--- src/rtl/ir_tx_nec.sv ---
// NEC infrared transmitter: leader, addr, ~addr, cmd, ~cmd (LSB first), stop mark, then gap.
// Define IR_TX_REPEAT_EN to send NEC repeat codes while tx_valid stays high after a frame.
module ir_tx_nec #(
    parameter int UNIT_CYCLES  = 28125,
    parameter int CARRIER_HALF = 658,
    parameter bit MODULATE     = 1'b1,
    parameter int FRAME_UNITS  = 192
) (
    input  logic       clk,
    input  logic       reset,
    input  logic       tx_valid,
    input  logic [7:0] tx_addr,
    input  logic [7:0] tx_cmd,
    output logic       tx_ready,
    output logic       busy,
    output logic       ir_out
);
    localparam int PW = (UNIT_CYCLES > 1) ? $clog2(UNIT_CYCLES) : 1;
    localparam int CW = (CARRIER_HALF > 1) ? $clog2(CARRIER_HALF) : 1;
    localparam logic [PW-1:0] PRESC_MAX  = PW'(UNIT_CYCLES - 1);
    localparam logic [CW-1:0] CAR_MAX    = CW'(CARRIER_HALF - 1);
    localparam logic [7:0]    FRAME_MAX  = 8'(FRAME_UNITS);
    localparam logic [7:0]    FRAME_LAST = 8'(FRAME_UNITS - 1);

    typedef enum logic [3:0] {
        IDLE,
        LEAD_MARK,
        LEAD_SPACE,
        BIT_MARK,
        BIT_SPACE,
        STOP_MARK,
        GAP
`ifdef IR_TX_REPEAT_EN
        ,
        REP_MARK,
        REP_SPACE,
        REP_STOP
`endif
    } state_t;

    state_t        state;
    logic [PW-1:0] presc;
    logic [3:0]    unit_cnt;
    logic [7:0]    frame_units;
    logic [CW-1:0] car_cnt;
    logic          phase;
    logic [31:0]   shreg;
    logic [4:0]    bit_idx;

    logic       tick;
    logic       car_wrap;
    logic       gap_done;
    logic       in_mark;
    logic       unit_done;
    logic [3:0] unit_last;

    // NOTE: every always_comb output gets a default first so no path can infer a latch.
    always_comb begin
        tick      = (presc == PRESC_MAX);
        car_wrap  = (car_cnt == CAR_MAX);
        gap_done  = (frame_units == FRAME_MAX) || (tick && (frame_units == FRAME_LAST));
        unit_last = 4'd0;
        in_mark   = 1'b0;
        case (state)
            LEAD_MARK: begin
                unit_last = 4'd15;
                in_mark   = 1'b1;
            end
            LEAD_SPACE: unit_last = 4'd7;
            BIT_MARK:   in_mark = 1'b1;
            BIT_SPACE:  unit_last = shreg[0] ? 4'd2 : 4'd0;
            STOP_MARK:  in_mark = 1'b1;
`ifdef IR_TX_REPEAT_EN
            REP_MARK: begin
                unit_last = 4'd15;
                in_mark   = 1'b1;
            end
            REP_SPACE: unit_last = 4'd3;
            REP_STOP:  in_mark = 1'b1;
`endif
            default: ;
        endcase
        unit_done = tick && (unit_cnt == unit_last);
    end

    // NOTE: non-blocking assignments throughout; a later assignment in the same cycle
    // (state transition) deliberately overrides the generic counter/carrier update above it.
    always_ff @(posedge clk or posedge reset) begin
        if (reset) begin
            state       <= IDLE;
            presc       <= '0;
            unit_cnt    <= '0;
            frame_units <= '0;
            car_cnt     <= '0;
            phase       <= 1'b0;
            shreg       <= '0;
            bit_idx     <= '0;
            tx_ready    <= 1'b1;
            busy        <= 1'b0;
            ir_out      <= 1'b0;
        end else begin
            if (state != IDLE) begin
                presc <= tick ? '0 : presc + PW'(1);
                if (tick) begin
                    unit_cnt <= unit_done ? 4'd0 : unit_cnt + 4'd1;
                    if (frame_units != FRAME_MAX) frame_units <= frame_units + 8'd1;
                end
            end

            if (in_mark) begin
                if (car_wrap) begin
                    car_cnt <= '0;
                    phase   <= ~phase;
                    ir_out  <= MODULATE ? ~phase : 1'b1;
                end else begin
                    car_cnt <= car_cnt + CW'(1);
                end
            end

            case (state)
                IDLE: begin
                    if (tx_valid && tx_ready) begin
                        shreg       <= {~tx_cmd, tx_cmd, ~tx_addr, tx_addr};
                        bit_idx     <= '0;
                        presc       <= '0;
                        unit_cnt    <= '0;
                        frame_units <= '0;
                        car_cnt     <= '0;
                        phase       <= 1'b1;
                        ir_out      <= 1'b1;
                        tx_ready    <= 1'b0;
                        busy        <= 1'b1;
                        state       <= LEAD_MARK;
                    end
                end
                LEAD_MARK: begin
                    if (unit_done) begin
                        state  <= LEAD_SPACE;
                        ir_out <= 1'b0;
                    end
                end
                LEAD_SPACE: begin
                    if (unit_done) begin
                        state   <= BIT_MARK;
                        car_cnt <= '0;
                        phase   <= 1'b1;
                        ir_out  <= 1'b1;
                    end
                end
                BIT_MARK: begin
                    if (unit_done) begin
                        state  <= BIT_SPACE;
                        ir_out <= 1'b0;
                    end
                end
                BIT_SPACE: begin
                    if (unit_done) begin
                        shreg   <= {1'b0, shreg[31:1]};
                        bit_idx <= bit_idx + 5'd1;
                        state   <= (bit_idx == 5'd31) ? STOP_MARK : BIT_MARK;
                        car_cnt <= '0;
                        phase   <= 1'b1;
                        ir_out  <= 1'b1;
                    end
                end
                STOP_MARK: begin
                    if (unit_done) begin
                        state  <= GAP;
                        ir_out <= 1'b0;
                    end
                end
                GAP: begin
                    if (gap_done) begin
`ifdef IR_TX_REPEAT_EN
                        if (tx_valid) begin
                            presc       <= '0;
                            unit_cnt    <= '0;
                            frame_units <= '0;
                            car_cnt     <= '0;
                            phase       <= 1'b1;
                            ir_out      <= 1'b1;
                            state       <= REP_MARK;
                        end else begin
                            state    <= IDLE;
                            busy     <= 1'b0;
                            tx_ready <= 1'b1;
                        end
`else
                        state    <= IDLE;
                        busy     <= 1'b0;
                        tx_ready <= 1'b1;
`endif
                    end
                end
`ifdef IR_TX_REPEAT_EN
                REP_MARK: begin
                    if (unit_done) begin
                        state  <= REP_SPACE;
                        ir_out <= 1'b0;
                    end
                end
                REP_SPACE: begin
                    if (unit_done) begin
                        state   <= REP_STOP;
                        car_cnt <= '0;
                        phase   <= 1'b1;
                        ir_out  <= 1'b1;
                    end
                end
                REP_STOP: begin
                    if (unit_done) begin
                        state  <= GAP;
                        ir_out <= 1'b0;
                    end
                end
`endif
                default: begin
                    state    <= IDLE;
                    busy     <= 1'b0;
                    tx_ready <= 1'b1;
                    ir_out   <= 1'b0;
                end
            endcase
        end
    end

endmodule
--- config.mk ---
export PLATFORM = sky130hd
export DESIGN_NAME = ir_tx_nec
export DESIGN_NICKNAME = d
export VERILOG_FILES = /design/src/rtl/ir_tx_nec.sv
export SDC_FILE = /design/constraint.sdc
export NUM_CORES = 1
export LEC_CHECK = 0
export BUFFER_PORTS_ARGS = -buffer_cell sky130_fd_sc_hd__buf_2
export CORE_MARGIN = 5
export CORE_UTILIZATION = 61
export DETAILED_ROUTE_END_ITERATION = 10
export GPL_TIMING_DRIVEN = 0
export PLACE_DENSITY = 0.8
export SLEW_MARGIN = 10
export SYNTH_ARGS = -nofsm -noshare
export SYNTH_HDL_FRONTEND = slang
export SYNTH_SLANG_ARGS = --single-unit
--- constraint.sdc ---
create_clock -name clk -period 3.7 [get_ports clk]
set_clock_uncertainty 0.15 [all_clocks]
set_input_delay 0.555 -clock clk [delete_from_list [all_inputs] [get_ports clk]]
set_output_delay 0.555 -clock clk [all_outputs]
set_load 0.05 [all_outputs]
==> results of run 1 <==
==> registers in the layout (all words and copies together), names as in the netlist <==
register / cells
busy: 1
frame_units: 8
shreg: 32
ir_out: 1
bit_idx: 5
car_cnt: 10
unit_cnt: 4
state: 3
phase: 1
tx_ready: 1
presc: 15
==> layout make-up <==
type	count	area, µm²
Clock inverter	2	60.1
Sequential cell	81	2030
Fill cell	523	2100
Clock buffer	14	163
Buffer	22	91.3
Tap cell	80	100
Timing Repair Buffer	22	133
Inverter	14	55.1
Multi-Input combinational cell	317	2020
==> per-layer routing <==
metal | vias up | wire (µm) | global-route usage, %
met5 | - | 0 | 0
met4 | 0 | 206 | 10.9
met3 | 23 | 489 | 4.71
met2 | 107 | 4530 | 37.9
met1 | 1740 | 4260 | 31.3
li1 | 1661 | - | -
==> layout by cell type (no fill, tap or decap), drive strengths merged, types with 9 or more instances in the layout <==
cell type  count
nand3         23
ha             9
nor3          15
a21oi         15
dfrtp         80
o221a         22
o22a           9
buf           29
nand2         59
o21a           9
clkbuf        29
inv           14
xnor2          9
and3          13
xor2          11
nor2          25
o21ai         32
==> worst max-delay path, delay by kind of cell (launching register included) <==
| kind | cells | cell delay [ps] |
|---|---|---|
| and+or+nand+nor | 3 | 1270 |
| AOI/OAI and AO/OA | 3 | 770 |
| DFF | 1 | 420 |
| buffers and inverters | 2 | 290 |
| adders and majority gates | 1 | 170 |
==> logic make-up (layout without fill, tap and decap cells) <==
family / Yosys count / after routing / share of synthesized area (%)
buffers and inverters: 36 / 74 / 3.43
XOR/XNOR: 20 / 20 / 4.17
multiplexers: 2 / 2 / 0.477
adder cells (fa/ha/maj): 9 / 9 / 2.68
flip-flops: 81 / 81 / 48.3
AND/OR/NAND/NOR: 173 / 173 / 21.2
AO/OA/AOI/OAI: 113 / 113 / 19.7
==> report_power, final <==
part	internal, W	switching, W	leakage, nW
clock network	0.000419	0.000307	0.111
logic	0.0000108	0.0000243	0.966
registers	0.000884	0	1.01
==> through the flow <==
| stage | cells | utilization, % | hold slack [ps] |
|---|---|---|---|
| 2_1_floorplan | 434 | - | 310 |
| 3_3_place_gp | 535 | 65.1 | 324 |
| 3_5_place_dp | 536 | 65.6 | 332 |
| 4_1_cts | 552 | 68.9 | 77.0 |
| 5_1_grt | 552 | 68.9 | 88.0 |
| 6_report | 552 | 68.9 | 61.2 |
==> path summary, 6_finish.rpt <==
kind | from | endpoint
worst max-delay path | presc[0]$_DFF_PP0_ | car_cnt[1]$_DFF_PP0_
worst min-delay path | reset | car_cnt[8]$_DFF_PP0_
worst max register to register | presc[0]$_DFF_PP0_ | car_cnt[1]$_DFF_PP0_
worst min register to register | shreg[19]$_DFFE_PP0P_ | shreg[19]$_DFFE_PP0P_
max in group asynchronous | reset | tx_ready$_DFFE_PP1P_
min in group clk | tx_cmd[3] | shreg[27]$_DFFE_PP0P_
==> metrics.cfg, run 1 <==
[outcome]
status = completed

[synthesis]
ys_ff_latch = 81
synth_most_common_cell = dfrtp_1
yosysWarningCount = 0
synthArstFlopShare_pct = 100
synth_cell_types = 50
synth_edf_count = 0
syn_avg_cell_area_um2 = 9.67
synthCells = 434
synth.top_cell.area_share_pct = 47.7
synth_top_cell_by_area = dfrtp_1
syn-cell-area_um2 = 4200
synthTopCellsByCount = dfrtp_1, nand2_1, o21ai_0
syn_nets = 462
synth_ff_type = dfrtp_1
synthTopCellsByArea = dfrtp_1, o221a_2, nand2_1, o21ai_0, nand3_1
yosysSeqAreaShare_pct = 48.3

[routing]
antenna_left = 0
num_vias = 3531
drt-pass1-iter-count = 5
drtIter0Drc = 212
drc = 0
via_per_inst = 6.40
drt-wirelength-per-cell_um = 17.2
drt-total-wl_um = 9490

[clocking]
cts.clk_slew.worst_paths_ps = 80
root_buffer = clkbuf_8
cts.sinks = 81
ctsLongestPathBuffers = 2
cts_resized = 0
cts_buffers = 9
cts_tree = built
clock_latency_ps = 350
postCtsSetupBuffers = 0
htree_levels = 3
ctsHoldBuffers = 0

[timing]
timing.slew.headroom_pct = 29.7
period_share_pct = 87.4
max_freq_mhz = 309
period_minus_slack_ps = 3230
rsz0062_at_grt = false
setup_viol = 0
finalSetupTns_ps = 0
slew_violations = 0
setup_slack_ps = 465
max_slew.worst_pin.slew_ps = 1050
hold_viol = 0

[placed_design]
post-dp-hpwl_um = 6500
gp_congestion = 0.849
dpl_cell_area_um2 = 4430
dp_slack_ps = 432
portBuffers = 21

[layout]
fin_area_um2 = 4650
syn_to_final_growth_pct = 10.9
drive_gt1_share_pct = 15.0
nets = 495
diodes = 0

[power]
cellLeakagePower_nw = 2.09
power.total_w = 0.00164
ir_drop_v = 0.000244
p_per_area_nw_per_um2 = 353

[critical_path]
worst_setup_path_end_kind = flip-flop
cp-start-kind = flip-flop
cp_slowest_cell = nor4_1
crit_path_frequent_cell = a2111oi_0
crit_arrival_ps = 3250
critical_path_class = reg2reg
cp_max_fo = 10
r2r_cells = 9
required_ps = 3720
r2r_slack_ps = 470
slowest_delay_ps = 940
path_cells = inv_1 -> ha_1 -> nand4b_1 -> nor4_1 -> nand2b_1 -> a2111oi_0 -> o21ba_2 -> buf_2 -> a2111oi_0

[floorplan]
start_util_pct = 62.1
rows = 30
coreArea_um2 = 6760
die_h_um = 92.9
fp.dieW_um = 92.9
dieArea_um2 = 8640
io_pins = 22

[global_routing]
grt_overflow_total = 0
antenna_found_initial = 0
grt_max_degree = 49
grt_pass1_wl_um = 16300
grt_usage_pct = 23.8
grt_pass1_vias = 3439

[hold_path]
hp-class = in2async

[flow_run]
max_cap_viol_count = 0

Power figures use the tool's default switching activity.
==> run 2, diff against run 1 <==
--- a/config.mk
+++ b/config.mk
@@ -10,7 +10,9 @@
 export CORE_UTILIZATION = 61
 export DETAILED_ROUTE_END_ITERATION = 10
 export GPL_TIMING_DRIVEN = 0
+export MAX_ROUTING_LAYER = met4
 export PLACE_DENSITY = 0.8
+export SKIP_CTS_REPAIR_TIMING = 1
 export SLEW_MARGIN = 10
 export SYNTH_ARGS = -nofsm -noshare
 export SYNTH_HDL_FRONTEND = slang
==> run 2 against run 1 <==
Compared with the run above:
- clock power shrank 3.9%
- global-route usage increased by 0.24 points
- routed wire length down 1.0%
- critical path depth unchanged
- maximum frequency about the same
- first-iteration DRC count up 17%
- critical path type unchanged
- critical endpoint unchanged
==> metrics.cfg, run 2 (synthesized netlist as in run 1, its figures left out) <==
[placed_design]
portBuffers = 21
dp_slack_ps = 547
dpl_cell_area_um2 = 4430
post-dp-hpwl_um = 6580
gp_congestion = 0.852

[clocking]
clock_latency_ps = 350
cts_buffers = 9
ctsLongestPathBuffers = 2
root_buffer = clkbuf_8
cts_tree = built
cts.clk_slew.worst_paths_ps = 80
cts.sinks = 81
htree_levels = 3

[routing]
drt-total-wl_um = 9390
num_vias = 3454
antenna_left = 0
drc = 0
drt-wirelength-per-cell_um = 17.0
drtIter0Drc = 249
via_per_inst = 6.27
drt-pass1-iter-count = 6

[floorplan]
start_util_pct = 62.1
fp.dieW_um = 92.9
io_pins = 22
rows = 30
dieArea_um2 = 8640
coreArea_um2 = 6760
die_h_um = 92.9

[global_routing]
grt_usage_pct = 24.0
met3_usage_pct = 5.93
grt_overflow_total = 0
grt_busiest_layer = met2
grt_pass1_wl_um = 16100
grt_use_met1_pct = 31.8
grtUsageMet2_pct = 37.1
grt_max_degree = 47
grt_pass1_vias = 3347
antenna_found_initial = 0

[timing]
setup_viol = 0
max_slew.worst_pin.slew_ps = 946
setup_slack_ps = 462
hold_viol = 0
slew_violations = 0
finalSetupTns_ps = 0
max_freq_mhz = 309
period_share_pct = 87.5
period_minus_slack_ps = 3240
timing.slew.headroom_pct = 36.4
rsz0062_at_grt = false
holdWs_ps = 76.0

[layout]
fin_area_um2 = 4640
final_cell_mix = dfrtp_1, nand2_1, o21ai_0, buf_2, nor2_1
final_core_util_pct = 68.7
nets = 495
syn_to_final_growth_pct = 10.6
diodes = 0
top_regs = shreg x32, presc x15, car_cnt x10
largest_register_ffs = 32
drive_gt1_share_pct = 15.1
nFillCells = 514
layout_commonest_cell = dfrtp_1
largest-register = shreg

[power]
ir_drop_v = 0.000271
cellLeakagePower_nw = 2.08
p_per_area_nw_per_um2 = 348

[critical_path]
required_ps = 3710
cp-start-kind = flip-flop
cp_max_fo = 10
crit_arrival_ps = 3250
critical_path_class = reg2reg
r2r_cells = 9
worst_setup_path_end_kind = flip-flop

[hold_path]
hp-class = in2async

[outcome]
status = completed

[flow_run]
max_cap_viol_count = 0

[run 2: changes by cell type in the layout (fill, tap and decap cells not counted)]
cell and change:
clkbuf_1 -1, clkbuf_8 -1, clkinv_2 +1
[run 2: worst paths after layout]
check | start | end | slack [ps]
max | presc[1]$_DFF_PP0_ | car_cnt[1]$_DFF_PP0_ | 460
min | reset | car_cnt[6]$_DFF_PP0_ | 80
max reg2reg | presc[1]$_DFF_PP0_ | car_cnt[1]$_DFF_PP0_ | 460
min reg2reg | shreg[7]$_DFFE_PP0P_ | shreg[7]$_DFFE_PP0P_ | 350
max in group asynchronous | reset | tx_ready$_DFFE_PP1P_ | 2690
min in group clk | tx_cmd[1] | shreg[25]$_DFFE_PP0P_ | 330
[run 2: where the power goes]
group	total, W	internal (W)	switching (W)
clock network	0.000697	0.000395	0.000302
registers	0.000885	0.000885	0
logic	0.0000352	0.0000108	0.0000245
[run 2: layout make-up]
class / count / area, µm² / area share [%]
clock buffer: 12 / 145 / 3.13
timing repair buffer: 22 / 133 / 2.86
clock inverter: 3 / 65.1 / 1.40
multi-input combinational: 317 / 2020 / 43.6
tap: 80 / 100 / 2.16
buffer: 22 / 91.3 / 1.97
inverter: 14 / 55.1 / 1.19
sequential: 81 / 2030 / 43.7
[run 2: worst max-delay path: stages, from the launching register on]
cell,delay (ps)
dfrtp_1,420
inv_1,100
ha_1,190
nand4b_1,210
nor4_1,860
nand2b_1,90
a2111oi_0,520
o21ba_2,210
buf_2,210
a2111oi_0,100
[run 2: layer usage]
layer	vias up	part of all wire, %
met4	0	1.3
met3	15	4.9
met2	92	47
met1	1689	47
li1	1658	-
met5	-	0
[run 2: metrics by stage]
step / std cells / power (W)
after CTS: 551 / 0.00163
after floorplan: 434 / 0.000916
after global routing: 551 / 0.00168
final: 551 / 0.00162
after global placement: 535 / 0.000934
after detailed placement: 536 / 0.000938
